**src/rtl/apb_lockstep_master_if.sv**
```systemverilog
// Request/response handshake plus the shared APB bus towards two lockstep completers.
// Per-completer select/enable/ready/error travel as 2-bit vectors, bit i = completer i.
interface apb_lockstep_master_if #(
  parameter int ADDR_WIDTH = 32,
  parameter int DATA_WIDTH = 32
);
  logic                  req_valid;
  logic                  req_ready;
  logic                  req_write;
  logic [ADDR_WIDTH-1:0] req_addr;
  logic [DATA_WIDTH-1:0] req_wdata;

  logic                  rsp_valid;
  logic                  rsp_ready;
  logic [DATA_WIDTH-1:0] rsp_rdata0;
  logic [DATA_WIDTH-1:0] rsp_rdata1;
  logic [1:0]            rsp_slverr;
  logic [1:0]            rsp_timeout;
  logic                  rsp_mismatch;

  logic [ADDR_WIDTH-1:0] PADDR;
  logic                  PWRITE;
  logic [DATA_WIDTH-1:0] PWDATA;
  logic [1:0]            PSEL;
  logic [1:0]            PENABLE;
  logic [1:0]            PREADY;
  logic [DATA_WIDTH-1:0] PRDATA0;
  logic [DATA_WIDTH-1:0] PRDATA1;
  logic [1:0]            PSLVERR;

  modport master (
    input  req_valid, req_write, req_addr, req_wdata, rsp_ready,
    input  PREADY, PRDATA0, PRDATA1, PSLVERR,
    output req_ready, rsp_valid, rsp_rdata0, rsp_rdata1, rsp_slverr, rsp_timeout, rsp_mismatch,
    output PADDR, PWRITE, PWDATA, PSEL, PENABLE
  );

  modport slave (
    output req_valid, req_write, req_addr, req_wdata, rsp_ready,
    output PREADY, PRDATA0, PRDATA1, PSLVERR,
    input  req_ready, rsp_valid, rsp_rdata0, rsp_rdata1, rsp_slverr, rsp_timeout, rsp_mismatch,
    input  PADDR, PWRITE, PWDATA, PSEL, PENABLE
  );
endinterface

```
**src/rtl/apb_lockstep_master.sv**
```systemverilog
// APB requester broadcasting one transfer at a time to two completers in lockstep and
// returning both results with a mismatch / error / timeout summary. All outputs registered.
module apb_lockstep_master #(
  parameter int ADDR_WIDTH = 32,
  parameter int DATA_WIDTH = 32,
  parameter int TIMEOUT    = 16
) (
  input logic                   PCLK,
  input logic                   PRESET,
  apb_lockstep_master_if.master bus
);
  typedef enum logic [1:0] {IDLE = 2'd0, SETUP = 2'd1, ACCESS = 2'd2, RESP = 2'd3} state_t;

  localparam logic [31:0] TLAST = (TIMEOUT > 0) ? 32'(TIMEOUT - 1) : 32'd0;

  state_t state, state_nx;
  logic [1:0]  done, done_nx;
  logic [31:0] tcnt, tcnt_nx;
  logic        accept;
  logic [1:0]  hit, expire;

  logic                  req_ready_nx, rsp_valid_nx, mismatch_nx, pwrite_nx;
  logic [1:0]            psel_nx, penable_nx, slverr_nx, timeout_nx;
  logic [ADDR_WIDTH-1:0] paddr_nx;
  logic [DATA_WIDTH-1:0] pwdata_nx, rdata0_nx, rdata1_nx;

  assign accept = (state == IDLE) && bus.req_valid && bus.req_ready;

  // A real PREADY in the final allowed cycle takes precedence over the forced finish.
  always_comb begin
    hit    = 2'b00;
    expire = 2'b00;
    if (state == ACCESS) begin
      hit = bus.PSEL & bus.PENABLE & bus.PREADY;
      if ((TIMEOUT > 0) && (tcnt == TLAST)) expire = ~done & ~hit;
    end
  end

  always_ff @(posedge PCLK) begin
    if (PRESET) state <= IDLE;
    else        state <= state_nx;
  end

  always_comb begin
    state_nx = state;
    case (state)
      IDLE:    if (accept) state_nx = SETUP;
      SETUP:   state_nx = ACCESS;
      ACCESS:  if (&(done | hit | expire)) state_nx = RESP;
      RESP:    if (bus.rsp_ready) state_nx = IDLE;
      default: state_nx = IDLE;
    endcase
  end

  always_comb begin
    req_ready_nx = 1'b0;
    rsp_valid_nx = 1'b0;
    psel_nx      = 2'b00;
    penable_nx   = 2'b00;
    paddr_nx     = bus.PADDR;
    pwrite_nx    = bus.PWRITE;
    pwdata_nx    = bus.PWDATA;
    rdata0_nx    = bus.rsp_rdata0;
    rdata1_nx    = bus.rsp_rdata1;
    slverr_nx    = bus.rsp_slverr;
    timeout_nx   = bus.rsp_timeout;
    mismatch_nx  = bus.rsp_mismatch;
    done_nx      = done;
    tcnt_nx      = tcnt;
    case (state)
      IDLE: begin
        if (accept) begin
          paddr_nx    = bus.req_addr;
          pwrite_nx   = bus.req_write;
          pwdata_nx   = bus.req_wdata;
          rdata0_nx   = '0;
          rdata1_nx   = '0;
          slverr_nx   = 2'b00;
          timeout_nx  = 2'b00;
          mismatch_nx = 1'b0;
          done_nx     = 2'b00;
          tcnt_nx     = 32'd0;
          psel_nx     = 2'b11;
        end else begin
          req_ready_nx = 1'b1;
        end
      end
      SETUP: begin
        psel_nx    = ~done;
        penable_nx = ~done;
      end
      ACCESS: begin
        tcnt_nx = tcnt + 32'd1;
        done_nx = done | hit | expire;
        if (hit[0]) begin
          rdata0_nx    = bus.PRDATA0;
          slverr_nx[0] = bus.PSLVERR[0];
        end
        if (expire[0]) begin
          rdata0_nx     = '0;
          slverr_nx[0]  = 1'b0;
          timeout_nx[0] = 1'b1;
        end
        if (hit[1]) begin
          rdata1_nx    = bus.PRDATA1;
          slverr_nx[1] = bus.PSLVERR[1];
        end
        if (expire[1]) begin
          rdata1_nx     = '0;
          slverr_nx[1]  = 1'b0;
          timeout_nx[1] = 1'b1;
        end
        // A completer that has finished is released while the other keeps waiting.
        if (&done_nx) begin
          rsp_valid_nx = 1'b1;
          mismatch_nx  = (slverr_nx[0] != slverr_nx[1]) | (|timeout_nx) |
                         (!bus.PWRITE && (rdata0_nx != rdata1_nx));
        end else begin
          psel_nx    = ~done_nx;
          penable_nx = ~done_nx;
        end
      end
      RESP: begin
        if (bus.rsp_ready) req_ready_nx = 1'b1;
        else               rsp_valid_nx = 1'b1;
      end
      default: ;
    endcase
  end

  always_ff @(posedge PCLK) begin
    if (PRESET) begin
      done             <= 2'b00;
      tcnt             <= 32'd0;
      bus.req_ready    <= 1'b0;
      bus.rsp_valid    <= 1'b0;
      bus.PSEL         <= 2'b00;
      bus.PENABLE      <= 2'b00;
      bus.PADDR        <= '0;
      bus.PWRITE       <= 1'b0;
      bus.PWDATA       <= '0;
      bus.rsp_rdata0   <= '0;
      bus.rsp_rdata1   <= '0;
      bus.rsp_slverr   <= 2'b00;
      bus.rsp_timeout  <= 2'b00;
      bus.rsp_mismatch <= 1'b0;
    end else begin
      done             <= done_nx;
      tcnt             <= tcnt_nx;
      bus.req_ready    <= req_ready_nx;
      bus.rsp_valid    <= rsp_valid_nx;
      bus.PSEL         <= psel_nx;
      bus.PENABLE      <= penable_nx;
      bus.PADDR        <= paddr_nx;
      bus.PWRITE       <= pwrite_nx;
      bus.PWDATA       <= pwdata_nx;
      bus.rsp_rdata0   <= rdata0_nx;
      bus.rsp_rdata1   <= rdata1_nx;
      bus.rsp_slverr   <= slverr_nx;
      bus.rsp_timeout  <= timeout_nx;
      bus.rsp_mismatch <= mismatch_nx;
    end
  end
endmodule

```
**src/flat_wrapper.sv**
```systemverilog
// flat-port wrapper written by rule: the top's interface ports become plain ports
module apb_lockstep_master_flat 
#(
  parameter int ADDR_WIDTH = 32,
  parameter int DATA_WIDTH = 32,
  parameter int TIMEOUT    = 16
)
  (PCLK, PRESET, bus_req_valid, bus_req_write, bus_req_addr, bus_req_wdata, bus_rsp_ready, bus_PREADY, bus_PRDATA0, bus_PRDATA1, bus_PSLVERR, bus_req_ready, bus_rsp_valid, bus_rsp_rdata0, bus_rsp_rdata1, bus_rsp_slverr, bus_rsp_timeout, bus_rsp_mismatch, bus_PADDR, bus_PWRITE, bus_PWDATA, bus_PSEL, bus_PENABLE);
  apb_lockstep_master_if #(.ADDR_WIDTH(ADDR_WIDTH), .DATA_WIDTH(DATA_WIDTH)) bus_i ();
  input logic PCLK;
  input logic PRESET;
  input wire logic [$bits(bus_i.req_valid)-1:0] bus_req_valid;
  input wire logic [$bits(bus_i.req_write)-1:0] bus_req_write;
  input wire logic [$bits(bus_i.req_addr)-1:0] bus_req_addr;
  input wire logic [$bits(bus_i.req_wdata)-1:0] bus_req_wdata;
  input wire logic [$bits(bus_i.rsp_ready)-1:0] bus_rsp_ready;
  input wire logic [$bits(bus_i.PREADY)-1:0] bus_PREADY;
  input wire logic [$bits(bus_i.PRDATA0)-1:0] bus_PRDATA0;
  input wire logic [$bits(bus_i.PRDATA1)-1:0] bus_PRDATA1;
  input wire logic [$bits(bus_i.PSLVERR)-1:0] bus_PSLVERR;
  output wire logic [$bits(bus_i.req_ready)-1:0] bus_req_ready;
  output wire logic [$bits(bus_i.rsp_valid)-1:0] bus_rsp_valid;
  output wire logic [$bits(bus_i.rsp_rdata0)-1:0] bus_rsp_rdata0;
  output wire logic [$bits(bus_i.rsp_rdata1)-1:0] bus_rsp_rdata1;
  output wire logic [$bits(bus_i.rsp_slverr)-1:0] bus_rsp_slverr;
  output wire logic [$bits(bus_i.rsp_timeout)-1:0] bus_rsp_timeout;
  output wire logic [$bits(bus_i.rsp_mismatch)-1:0] bus_rsp_mismatch;
  output wire logic [$bits(bus_i.PADDR)-1:0] bus_PADDR;
  output wire logic [$bits(bus_i.PWRITE)-1:0] bus_PWRITE;
  output wire logic [$bits(bus_i.PWDATA)-1:0] bus_PWDATA;
  output wire logic [$bits(bus_i.PSEL)-1:0] bus_PSEL;
  output wire logic [$bits(bus_i.PENABLE)-1:0] bus_PENABLE;
  assign bus_i.req_valid = bus_req_valid;
  assign bus_i.req_write = bus_req_write;
  assign bus_i.req_addr = bus_req_addr;
  assign bus_i.req_wdata = bus_req_wdata;
  assign bus_i.rsp_ready = bus_rsp_ready;
  assign bus_i.PREADY = bus_PREADY;
  assign bus_i.PRDATA0 = bus_PRDATA0;
  assign bus_i.PRDATA1 = bus_PRDATA1;
  assign bus_i.PSLVERR = bus_PSLVERR;
  assign bus_req_ready = bus_i.req_ready;
  assign bus_rsp_valid = bus_i.rsp_valid;
  assign bus_rsp_rdata0 = bus_i.rsp_rdata0;
  assign bus_rsp_rdata1 = bus_i.rsp_rdata1;
  assign bus_rsp_slverr = bus_i.rsp_slverr;
  assign bus_rsp_timeout = bus_i.rsp_timeout;
  assign bus_rsp_mismatch = bus_i.rsp_mismatch;
  assign bus_PADDR = bus_i.PADDR;
  assign bus_PWRITE = bus_i.PWRITE;
  assign bus_PWDATA = bus_i.PWDATA;
  assign bus_PSEL = bus_i.PSEL;
  assign bus_PENABLE = bus_i.PENABLE;
  apb_lockstep_master #(.ADDR_WIDTH(ADDR_WIDTH), .DATA_WIDTH(DATA_WIDTH), .TIMEOUT(TIMEOUT)) u_core (.PCLK(PCLK), .PRESET(PRESET), .bus(bus_i));
endmodule
```
**config.mk**
```make
export PLATFORM = sky130hd
export DESIGN_NAME = apb_lockstep_master_flat
export DESIGN_NICKNAME = d
export VERILOG_FILES = /design/src/rtl/apb_lockstep_master_if.sv /design/src/rtl/apb_lockstep_master.sv /design/src/flat_wrapper.sv
export SDC_FILE = /design/constraint.sdc
export NUM_CORES = 1
export LEC_CHECK = 0
export ABC_CLOCK_PERIOD_IN_PS = 5500
export CAP_MARGIN = 0
export CORE_ASPECT_RATIO = 0.8
export CORE_UTILIZATION = 50
export CTS_CLUSTER_SIZE = 40
export DETAILED_ROUTE_END_ITERATION = 10
export GPL_TIMING_DRIVEN = 0
export PLACE_DENSITY = 0.86
export SLEW_MARGIN = 20
export SYNTH_ARGS = -nofsm -noshare
export SYNTH_HDL_FRONTEND = slang
export SYNTH_SLANG_ARGS = --single-unit
```
**constraint.sdc**
```tcl
create_clock -name PCLK -period 5.5 [get_ports PCLK]
set_clock_uncertainty 0.2 [all_clocks]
set_input_delay 1.1 -clock PCLK [delete_from_list [all_inputs] [get_ports PCLK]]
set_output_delay 1.1 -clock PCLK [all_outputs]
set_load 0.05 [all_outputs]
```
==> flow_summary_export.csv, run 1 <==
group,metric,value,unit
run_status,status,"finished, final reports clean",
floorplanning,die_area,17330,sq um
setup_path,critPathMaxStageDelay,570,ps
detailed_routing,drtIter0Drc,884,
setup_path,crit_top_cell,"buf_2",
timing,relSlewSlack,0.4560,
detailed_routing,wl_per_cell,19.92,microns
global_route,grtUsageMet1,0.4506,
floorplanning,fp.dieW,146.9,microns
floorplanning,core_region_area,16110,sq um
pwr,power_frac_comb,0.272,
hold_path,min_path_type,"flip-flop to flip-flop",
cts,clk_latency,440,ps
pwr,internal_power,2273,uW
logic_synthesis,seq_area_frac_synth,0.4194,
place,post-place-ws,774.5,ps
logic_synthesis,synth_cell_types,54,
pwr,leakage,0.004023,uW
detailed_routing,vias_per_cell,5.926,
timing,report.final.slew_viol_count,0,
setup_path,timing.rr.start,"u_core.state[0]",
logic_synthesis,syn_area,8401,sq um
timing,worst_slack,1077,ps
detailed_routing,drc,0,
setup_path,regToRegSetupSlack,1280,ps
setup_path,arrival,4520,ps
global_route,antenna_found_initial,0,
global_route,grt_max_degree,19,
pwr,ir_drop,0.0002606,V
cells_and_area,n_antenna_cell,0,
hold_path,hold_path_end,"u_core.bus.PADDR[4]",
logic_synthesis,synth_warnings,0,
timing,rsz0062_at_grt,"no",
setup_path,crit_slowest_cell,"mux2i_1",
logic_synthesis,synth_flop_cell,"dfxtp_1",
cells_and_area,final_common_cell,"clkdlybuf4s50_1",
cells_and_area,drive_gt1_frac,0.05357,
detailed_routing,drtAntennaViolNets,0,
cts,cts_made_buffers,17,
cts,cts_resized,0,
setup_path,crit_path_end_kind,"flip-flop",
cells_and_area,layout_common_cells,"clkdlybuf4s50_1 (275), dfxtp_1 (176), nand2_1 (167)",
logic_synthesis,syn_inst,1037,
logic_synthesis,synth_largest_area_cell,"dfxtp_1",
cts,postCtsSetupBuffers,0,
setup_path,cp_data_required_time,5600,ps
timing,hold_viol_final,0,
timing,period_share,0.8041,
setup_path,crit_family,"buffers and inverters",
pwr,clockPowerShare,0.333,
logic_synthesis,synth_edf_count,0,
logic_synthesis,synth_nets,1179,
logic_synthesis,syn_avg_cell_area,8.101,sq um
floorplanning,num_rows,41,
setup_path,start_kind,"primary input",
global_route,grt_use_met3,0.1031,
global_route,grt_util_met2,0.5427,
cells_and_area,fin_nets,1473,
pwr,power_density,296.4,nW/um^2
job,maxCapViolations,0,
setup_path,reg2reg_depth,13,
floorplanning,die-height,117.9,microns
logic_synthesis,synth.top_cell.area_share,0.4194,
cts,cts_buffer_depth,2,
cts,clkTransAtPathRegs,70,ps
pwr,p_seq_frac,0.395,
cts,cts_tree,"yes",
hold_path,hp-start,"u_core.bus.PADDR[4]",
place,place_congestion,0.9856,
setup_path,critPathKind,"primary input to flip-flop",
setup_path,crit_buf_inv,4,
timing,setup_violations,0,
global_route,busiest_layer,"met2",
cts,cts_hold_buf,0,
place,dp_hpwl,23310,microns
cts,cts_sinks,176,
place,portBuffers,275,
global_route,grt_usage,0.3503,
setup_path,reg2reg_to,"u_core.bus.rsp_mismatch",
logic_synthesis,synthArstFlopShare,0,
pwr,swShare,0.3608,
floorplanning,initial_core_util,0.5215,
detailed_routing,drt_first_pass_iters,8,
logic_synthesis,ys_ff_latch,176,
setup_path,crit_chain,"clkdlybuf4s50_1, and4_1, buf_2, buf_2, buf_2, mux2i_1, a22oi_1, o32ai_1, nand4_1, nor3_1, a311oi_1",
logic_synthesis,synthTopCellsByArea,"dfxtp_1 (42%), nand2_1 (7.5%), nor2_1 (6.3%), a21oi_1 (6.2%), mux2i_1 (5.7%)",
timing,setup_tns,0,ps
cts,htree_levels,4,
cts,root_buffer,"clkbuf_16",
floorplanning,pin_count,277,
detailed_routing,wl,31060,microns
detailed_routing,num_vias,9239,
timing,fin_crit,4423,ps
global_route,overflow,0,
timing,worstMarginPinSlew,808.6,ps
pwr,p_sw,1283,uW
cells_and_area,area_delta_synth_final,42.81,%
global_route,first_global_vias,8549,
hold_path,min_path_cells,2,
setup_path,cp_max_fo,10,
timing,max_freq,0.2261,GHz
global_route,grt_pass1_wl,47160,microns
[cell families (layout without fill, tap and decap cells)]
kind of cell | Yosys count | in the layout | share of synthesized area
buffers and inverters | 79 | 386 | 0.03813
flip-flops | 176 | 176 | 0.4194
adder cells (fa/ha/maj) | 5 | 5 | 0.007447
AO/OA/AOI/OAI | 246 | 246 | 0.1811
XOR/XNOR | 39 | 39 | 0.04066
multiplexers | 68 | 68 | 0.08400
AND/OR/NAND/NOR | 424 | 424 | 0.2292
[registers in the layout (all words and copies together) (netlist names)]
signal and cells:
u_core.bus.rsp_slverr 2, u_core.bus.req_ready 1, u_core.tcnt 32, u_core.bus.PENABLE 2, u_core.bus.PWRITE 1, u_core.bus.rsp_mismatch 1
u_core.bus.rsp_valid 1, u_core.bus.PSEL 2, u_core.bus.PADDR 32, u_core.done 2, u_core.bus.rsp_rdata0 32, u_core.state 2
u_core.bus.PWDATA 32, u_core.bus.rsp_rdata1 32, u_core.bus.rsp_timeout 2
[through the flow]
stage	total power, uW	util	cell area, sq um	instances	hold slack (ps)
final	3556	0.7448	12000	1559	253.8
after detailed placement	2385	0.7091	11420	1527	246.1
after floorplan	1995	-	8401	1037	262.5
after CTS	3547	0.7448	12000	1559	256.2
after global placement	2370	0.7091	11420	1527	241.0
after global routing	3680	0.7448	12000	1559	269.2
[cell usage after synthesis, types with 2 or more instances]
master       n
dfxtp_1    176
nand2_1    167
nor2_1     141
a21oi_1    104
a22oi_1     64
clkbuf_1    49
mux2i_1     48
o21ai_0     25
xor2_1      21
mux2_2      20
or3_1       20
nand4_1     19
xnor2_1     18
inv_1       12
nor3_1      12
a31oi_1     11
o31ai_1     11
buf_2       10
nand3_1     10
nor4_1       8
o211ai_1     7
or4_1        7
and4_1       6
buf_1        6
nor2b_1      6
o22ai_1      6
ha_1         5
nor4b_1      5
and2_1       4
nand2b_1     4
a211oi_1     3
and3_1       3
a21boi_0     2
a32oi_1      2
nor3_2       2
nor3b_1      2
nor4bb_1     2
o2bb2ai_1    2
o32ai_1      2
[worst max-delay path by stage]
stage                  start                       to  slack (ps)  cells past startpoint
5_1_grt        bus_PREADY[1]  u_core.bus.rsp_mismatch         890                     12
3_3_place_gp   bus_PREADY[0]  u_core.bus.rsp_mismatch         840                     11
2_1_floorplan  bus_PREADY[1]  u_core.bus.rsp_mismatch        2070                     10
3_5_place_dp   bus_PREADY[1]  u_core.bus.rsp_mismatch         770                     12
6_report       bus_PREADY[0]  u_core.bus.rsp_mismatch        1080                     11
4_1_cts        bus_req_valid          u_core.tcnt[29]        1210                     10
[per-layer routing]
layer / vias to the layer above / routed length (microns)
li1: 4252 / -
met1: 4333 / 12620
met2: 565 / 13860
met3: 89 / 3440
met4: 0 / 1138
met5: - / 0
[tightest hold or removal path: stages, from the launching register on]
cell     delay [ps]
dfxtp_1         310
nand2_1          50
a21oi_1          50
[power groups by stage]
| stage | sequential (uW) | combinational [uW] | clock (uW) |
|---|---|---|---|
| 2_1_floorplan | 1680 | 320 | 0 |
| 3_3_place_gp | 1430 | 942 | 0 |
| 4_1_cts | 1400 | 959 | 1190 |
| 6_report | 1400 | 968 | 1180 |
| 5_1_grt | 1410 | 1020 | 1250 |
| 3_5_place_dp | 1430 | 954 | 0 |
[layout make-up]
type	instances	area, sq um
Multi-Input combinational cell	782	4557
Timing Repair Buffer	275	2753
Fill cell	1229	4111
Clock inverter	15	148.9
Clock buffer	17	425.4
Buffer	67	275.3
Tap cell	215	269.0
Inverter	12	45.04
Sequential cell	176	3523
(Power assumes the default switching activity.)
==> run 2, diff against run 1 <==
--- a/config.mk
+++ b/config.mk
@@ -5,14 +5,14 @@
 export SDC_FILE = /design/constraint.sdc
 export NUM_CORES = 1
 export LEC_CHECK = 0
-export ABC_CLOCK_PERIOD_IN_PS = 5500
+export ABC_CLOCK_PERIOD_IN_PS = 3830
 export CAP_MARGIN = 0
 export CORE_ASPECT_RATIO = 0.8
-export CORE_UTILIZATION = 50
+export CORE_UTILIZATION = 42
 export CTS_CLUSTER_SIZE = 40
 export DETAILED_ROUTE_END_ITERATION = 10
 export GPL_TIMING_DRIVEN = 0
-export PLACE_DENSITY = 0.86
+export PLACE_DENSITY = 0.77
 export SLEW_MARGIN = 20
 export SYNTH_ARGS = -nofsm -noshare
 export SYNTH_HDL_FRONTEND = slang
==> constraint.sdc (replaced) <==
create_clock -name PCLK -period 3.83 [get_ports PCLK]
set_clock_uncertainty 0.2 [all_clocks]
set_input_delay 0.766 -clock PCLK [delete_from_list [all_inputs] [get_ports PCLK]]
set_output_delay 0.766 -clock PCLK [all_outputs]
set_load 0.05 [all_outputs]
==> run 2 against run 1 <==
Net effect:
- register-to-register slack got worse by 1200 ps
- total power up 46%
- clock-buffer cell count rose by 1
- flip-flop and latch count unchanged
- largest cell class unchanged
- final cell count grew 2.7%
- first-iteration DRC count rose by 13%
- global-route usage shrank 6.3 points
- largest power group unchanged
- setup slack worse by 1000 ps
- core utilization is 11 points lower
- critical endpoint unchanged
==> flow_summary_export.csv, run 2 (synthesis gave the netlist of run 1 again) <==
group,metric,value,unit
setup_path,cp_max_fo,10,
timing,fin_crit,3770,ps
place,dp_hpwl,23180,microns
floorplanning,die-height,128.5,microns
global_route,first_global_vias,7818,
detailed_routing,met3_length,3225,microns
detailed_routing,wl_met2,13270,microns
detailed_routing,drtIter0Drc,997,
detailed_routing,drc,0,
cells_and_area,nFillCells,1646,
timing,hold_viol_final,0,
detailed_routing,wl_met1,13590,microns
job,maxCapViolations,0,
floorplanning,pin_count,277,
detailed_routing,drt_first_pass_iters,7,
hold_path,min_path_type,"flip-flop to flip-flop",
cells_and_area,final_core_util,0.6301,
setup_path,crit_path_end_kind,"flip-flop",
floorplanning,fp.dieW,160.1,microns
floorplanning,initial_core_util,0.4363,
pwr,p_total,5198,uW
cts,cts_tree,"yes",
setup_path,cp_data_required_time,3920,ps
pwr,leakage,0.004074,uW
timing,setup_tns,0,ps
timing,fin_hold_ws,254.0,ps
cells_and_area,fin_nets,1472,
timing,setup_violations,0,
global_route,antenna_found_initial,0,
pwr,clockPowerShare,0.343,
detailed_routing,wl_per_cell,19.12,microns
global_route,grt_usage,0.2871,
detailed_routing,vias_per_cell,5.701,
cts,postCtsSetupBuffers,0,
cts,cts_made_buffers,17,
cells_and_area,area_delta_synth_final,44.44,%
detailed_routing,num_vias,9127,
setup_path,critPathKind,"primary input to flip-flop",
cts,cts_buffer_depth,2,
pwr,power_density,428.4,nW/um^2
cts,clk_latency,430,ps
detailed_routing,wl,30610,microns
place,portBuffers,275,
cts,root_buffer,"clkbuf_16",
global_route,overflow,0,
timing,max_freq,0.2652,GHz
pwr,swShare,0.3577,
setup_path,arrival,3860,ps
cts,cts_sinks,176,
cells_and_area,final_common_cell,"clkdlybuf4s50_1",
global_route,grt_pass1_wl,45300,microns
floorplanning,die_area,20570,sq um
setup_path,start_kind,"primary input",
run_status,status,"finished, final reports clean",
timing,rsz0062_at_grt,"no",
timing,relSlewSlack,0.5038,
detailed_routing,drtAntennaViolNets,0,
pwr,power_frac_comb,0.269,
cts,clkTransAtPathRegs,70,ps
cells_and_area,drive_gt1_frac,0.06180,
pwr,p_seq_frac,0.388,
cts,htree_levels,4,
timing,period_share,0.9844,
global_route,grt_max_degree,19,
detailed_routing,highest_layer,"met4",
floorplanning,core_region_area,19260,sq um
place,dpl.cell_count,1570,
timing,report.final.slew_viol_count,0,
cells_and_area,n_antenna_cell,0,
cells_and_area,final_cells,1601,
pwr,p_sw,1859,uW
place,place_congestion,0.9324,
timing,worstMarginPinSlew,744.3,ps
pwr,ir_drop,0.0002987,V
cells_and_area,layout_common_cells,"clkdlybuf4s50_1 (275), dfxtp_1 (176), nand2_1 (167)",
pwr,internal_power,3339,uW
floorplanning,num_rows,45,
==> run 2: layout make-up <==
type	count	area, sq um	area share
buffer	66	284.0	0.02341
clock inverter	14	171.4	0.01413
clock buffer	18	429.2	0.03537
inverter	12	45.04	0.003712
multi-input combinational	782	4606	0.3796
sequential	176	3523	0.2904
tap	258	322.8	0.02660
timing repair buffer	275	2753	0.2269
==> run 2: critical path: stages <==
cell	delay, ps
clkdlybuf4s50_1	490
and4_1	210
buf_2	280
buf_4	280
buf_4	270
mux2i_1	540
a22oi_1	190
o32ai_1	300
nand4_1	140
nor3_1	250
a311oi_1	140
==> run 2: path summary, 6_finish.rpt <==
check,cells past startpoint,startpoint,slack [ps],endpoint
worst max register to register,12,u_core.state[0],110,u_core.bus.rsp_mismatch
worst max-delay path,11,bus_PREADY[0],60,u_core.bus.rsp_mismatch
worst min register to register,2,u_core.bus.PWDATA[19],250,u_core.bus.PWDATA[19]
worst min-delay path,2,u_core.bus.PWDATA[19],250,u_core.bus.PWDATA[19]
==> run 2: through the flow <==
stage	cell area [sq um]	setup slack [ps]
3_5_place_dp	11480	-608.6
5_1_grt	12130	22.41
2_1_floorplan	8401	731.2
4_1_cts	12110	11.24
3_3_place_gp	11480	-594.1
6_report	12130	59.82
==> run 2: power groups by stage <==
stage	sequential, uW	clock, uW	combinational, uW
after floorplan	2410	0	459
after global placement	2050	0	1370
after detailed placement	2060	0	1380
after CTS	2020	1800	1380
after global routing	2030	1890	1480
final	2020	1780	1400
==> run 2: metal layers <==
layer / global-route usage / up-vias
li1: - / 4269
met1: 0.4117 / 4303
met2: 0.4289 / 517
met3: 0.06351 / 38
met4: 0.08627 / 0
met5: 0 / -
==> run 2: what timing repair did <==
action | in CTS | in global routing
setup endpoints to repair | 4 | 5
endpoints found under the hold margin | 0 | 0
cloned | 0 | 0
resized for setup | 11 | 6
hold buffers | 0 | 0
==> run 3, diff against run 2 <==
--- a/config.mk
+++ b/config.mk
@@ -7,7 +7,6 @@
 export LEC_CHECK = 0
 export ABC_CLOCK_PERIOD_IN_PS = 3830
 export CAP_MARGIN = 0
-export CORE_ASPECT_RATIO = 0.8
 export CORE_UTILIZATION = 42
 export CTS_CLUSTER_SIZE = 40
 export DETAILED_ROUTE_END_ITERATION = 10
==> run 3 against run 2 <==
Net effect:
- total power shrank 1.3%
- critical path type unchanged
- setup slack gained 27 ps
- largest cell class unchanged
- wire length shrank 3.1%
- via count shrank 1.6%
- register-to-register slack gained 80 ps
==> flow_summary_export.csv, run 3 (synthesis gave the netlist of run 1 again) <==
group,metric,value,unit
detailed_routing,wl,29650,microns
place,place_congestion,0.9166,
global_route,grt_usage,0.2832,
timing,relSlewSlack,0.4804,
timing,setup_violations,0,
cts,cts_tree,"yes",
detailed_routing,drc,0,
floorplanning,num_rows,51,
setup_path,arrival,3840,ps
setup_path,reg2reg_to,"u_core.bus.rsp_mismatch",
timing,rsz0062_at_grt,"no",
floorplanning,die_area,20570,sq um
cells_and_area,final_common_cell,"clkdlybuf4s50_1",
timing,report.final.slew_viol_count,0,
global_route,antenna_found_initial,0,
timing,worstMarginPinSlew,779.4,ps
detailed_routing,drtIter0Drc,713,
setup_path,regToRegSetupSlack,190,ps
cells_and_area,n_antenna_cell,0,
detailed_routing,wl_met2,13320,microns
place,portBuffers,275,
hold_path,min_path_type,"flip-flop to flip-flop",
setup_path,timing.rr.start,"u_core.state[0]",
global_route,first_global_vias,8204,
setup_path,cp_data_required_time,3920,ps
cts,clk_latency,440,ps
detailed_routing,wl_met1,12130,microns
place,dp_hpwl,22610,microns
setup_path,cp_max_fo,10,
detailed_routing,vias_per_cell,5.587,
detailed_routing,drtAntennaViolNets,0,
timing,hold_viol_final,0,
setup_path,critPathKind,"primary input to flip-flop",
floorplanning,fp.dieW,143.4,microns
detailed_routing,num_vias,8978,
timing,period_share,0.9773,
timing,fin_crit,3743,ps
job,maxCapViolations,0,
cts,clkTransAtPathRegs,70,ps
floorplanning,pin_count,277,
global_route,grt_max_degree,19,
setup_path,reg2reg_depth,12,
cells_and_area,area_delta_synth_final,44.55,%
cts,cts_buffer_depth,2,
place,placed_cell_area,11480,sq um
detailed_routing,met3_length,3072,microns
cells_and_area,fin_nets,1471,
cts,root_buffer,"clkbuf_16",
timing,max_freq,0.2672,GHz
detailed_routing,highest_layer,"met4",
cells_and_area,fin_area,12140,sq um
hold_path,hold_path_end,"u_core.bus.PADDR[28]",
pwr,power_density,422.5,nW/um^2
hold_path,min_path_cells,2,
global_route,overflow,0,
cells_and_area,drive_gt1_frac,0.06483,
pwr,ir_drop,0.0003354,V
detailed_routing,wl_per_cell,18.45,microns
run_status,status,"finished, final reports clean",
timing,fin_hold_ws,253.8,ps
global_route,grt_pass1_wl,44330,microns
cts,cts_made_buffers,17,
cells_and_area,layout_common_cells,"clkdlybuf4s50_1 (275), dfxtp_1 (176), nand2_1 (167)",
pwr,leakage,0.004071,uW
cts,htree_levels,4,
floorplanning,die-height,143.4,microns
hold_path,hp-start,"u_core.bus.PADDR[28]",
detailed_routing,drt_first_pass_iters,5,
floorplanning,core_region_area,19530,sq um
setup_path,crit_path_end_kind,"flip-flop",
floorplanning,initial_core_util,0.4302,
cts,cts_hold_buf,0,
cts,cts_sinks,176,
setup_path,start_kind,"primary input",
run 3: cell types whose count changed in the layout (fill, tap and decap cells not counted), sizes merged:
cell | before | now
buf | 18 | 17
bufinv | 1 | 0
inv | 18 | 21
clkinv | 6 | 2
clkinvlp | 1 | 3
run 3: area by class of cell:
type,instances,area (sq um)
Fill cell,1667,7383
Buffer,65,276.5
Clock inverter,14,141.4
Clock buffer,18,439.2
Tap cell,265,331.6
Inverter,12,45.04
Multi-Input combinational cell,782,4633
Sequential cell,176,3523
Timing Repair Buffer,275,2753
run 3: what timing repair did:
| action | 4_1_cts | 5_1_grt |
|---|---|---|
| gates resized for setup | 8 | 14 |
| endpoints found under the setup margin | 3 | 4 |
| setup buffers | 0 | 0 |
run 3: worst max-delay path by stage:
stage | start | to | slack (ps) | depth (start not counted)
floorplan | u_core.state[0] | u_core.bus.rsp_mismatch | 730 | 13
global placement | bus_PREADY[0] | u_core.bus.rsp_mismatch | -610 | 11
detailed placement | bus_PREADY[0] | u_core.bus.rsp_mismatch | -630 | 11
CTS | u_core.state[0] | u_core.bus.rsp_mismatch | 10 | 13
global route | bus_PREADY[0] | u_core.bus.rsp_mismatch | 6 | 11
finish | bus_PREADY[0] | u_core.bus.rsp_mismatch | 90 | 11
run 3: routing by layer:
metal / track usage / vias up
met5: 0 / -
met4: 0.1327 / 0
met3: 0.08464 / 72
met2: 0.4555 / 449
met1: 0.3460 / 4209
li1: - / 4248
run 3: power breakdown:
| part | switching, uW | internal, uW |
|---|---|---|
| Sequential | 71.6 | 1940 |
| Clock | 852 | 887 |
| Combinational | 918 | 456 |
run 3: worst max-delay path, stage by stage:
cell and delay [ps]:
clkdlybuf4s50_1 550, and4_1 230, buf_2 290, clkbuf_4 320, buf_4 300, mux2i_4 370
a22oi_1 140, o32ai_1 310, nand4_1 140, nor3_1 270, a311oi_1 140
run 3: through the flow:
stage | instances | setup WS (ps) | utilization | power, uW | setup TNS, ps
after detailed placement | 1577 | -631.9 | 0.5882 | 3424 | -4185
after floorplan | 1037 | 731.2 | - | 2865 | 0
after global placement | 1577 | -608.2 | 0.5882 | 3405 | -3666
after CTS | 1609 | 10.81 | 0.6192 | 5125 | 0
after global routing | 1607 | 5.897 | 0.6219 | 5310 | 0
final | 1607 | 86.89 | 0.6219 | 5130 | 0
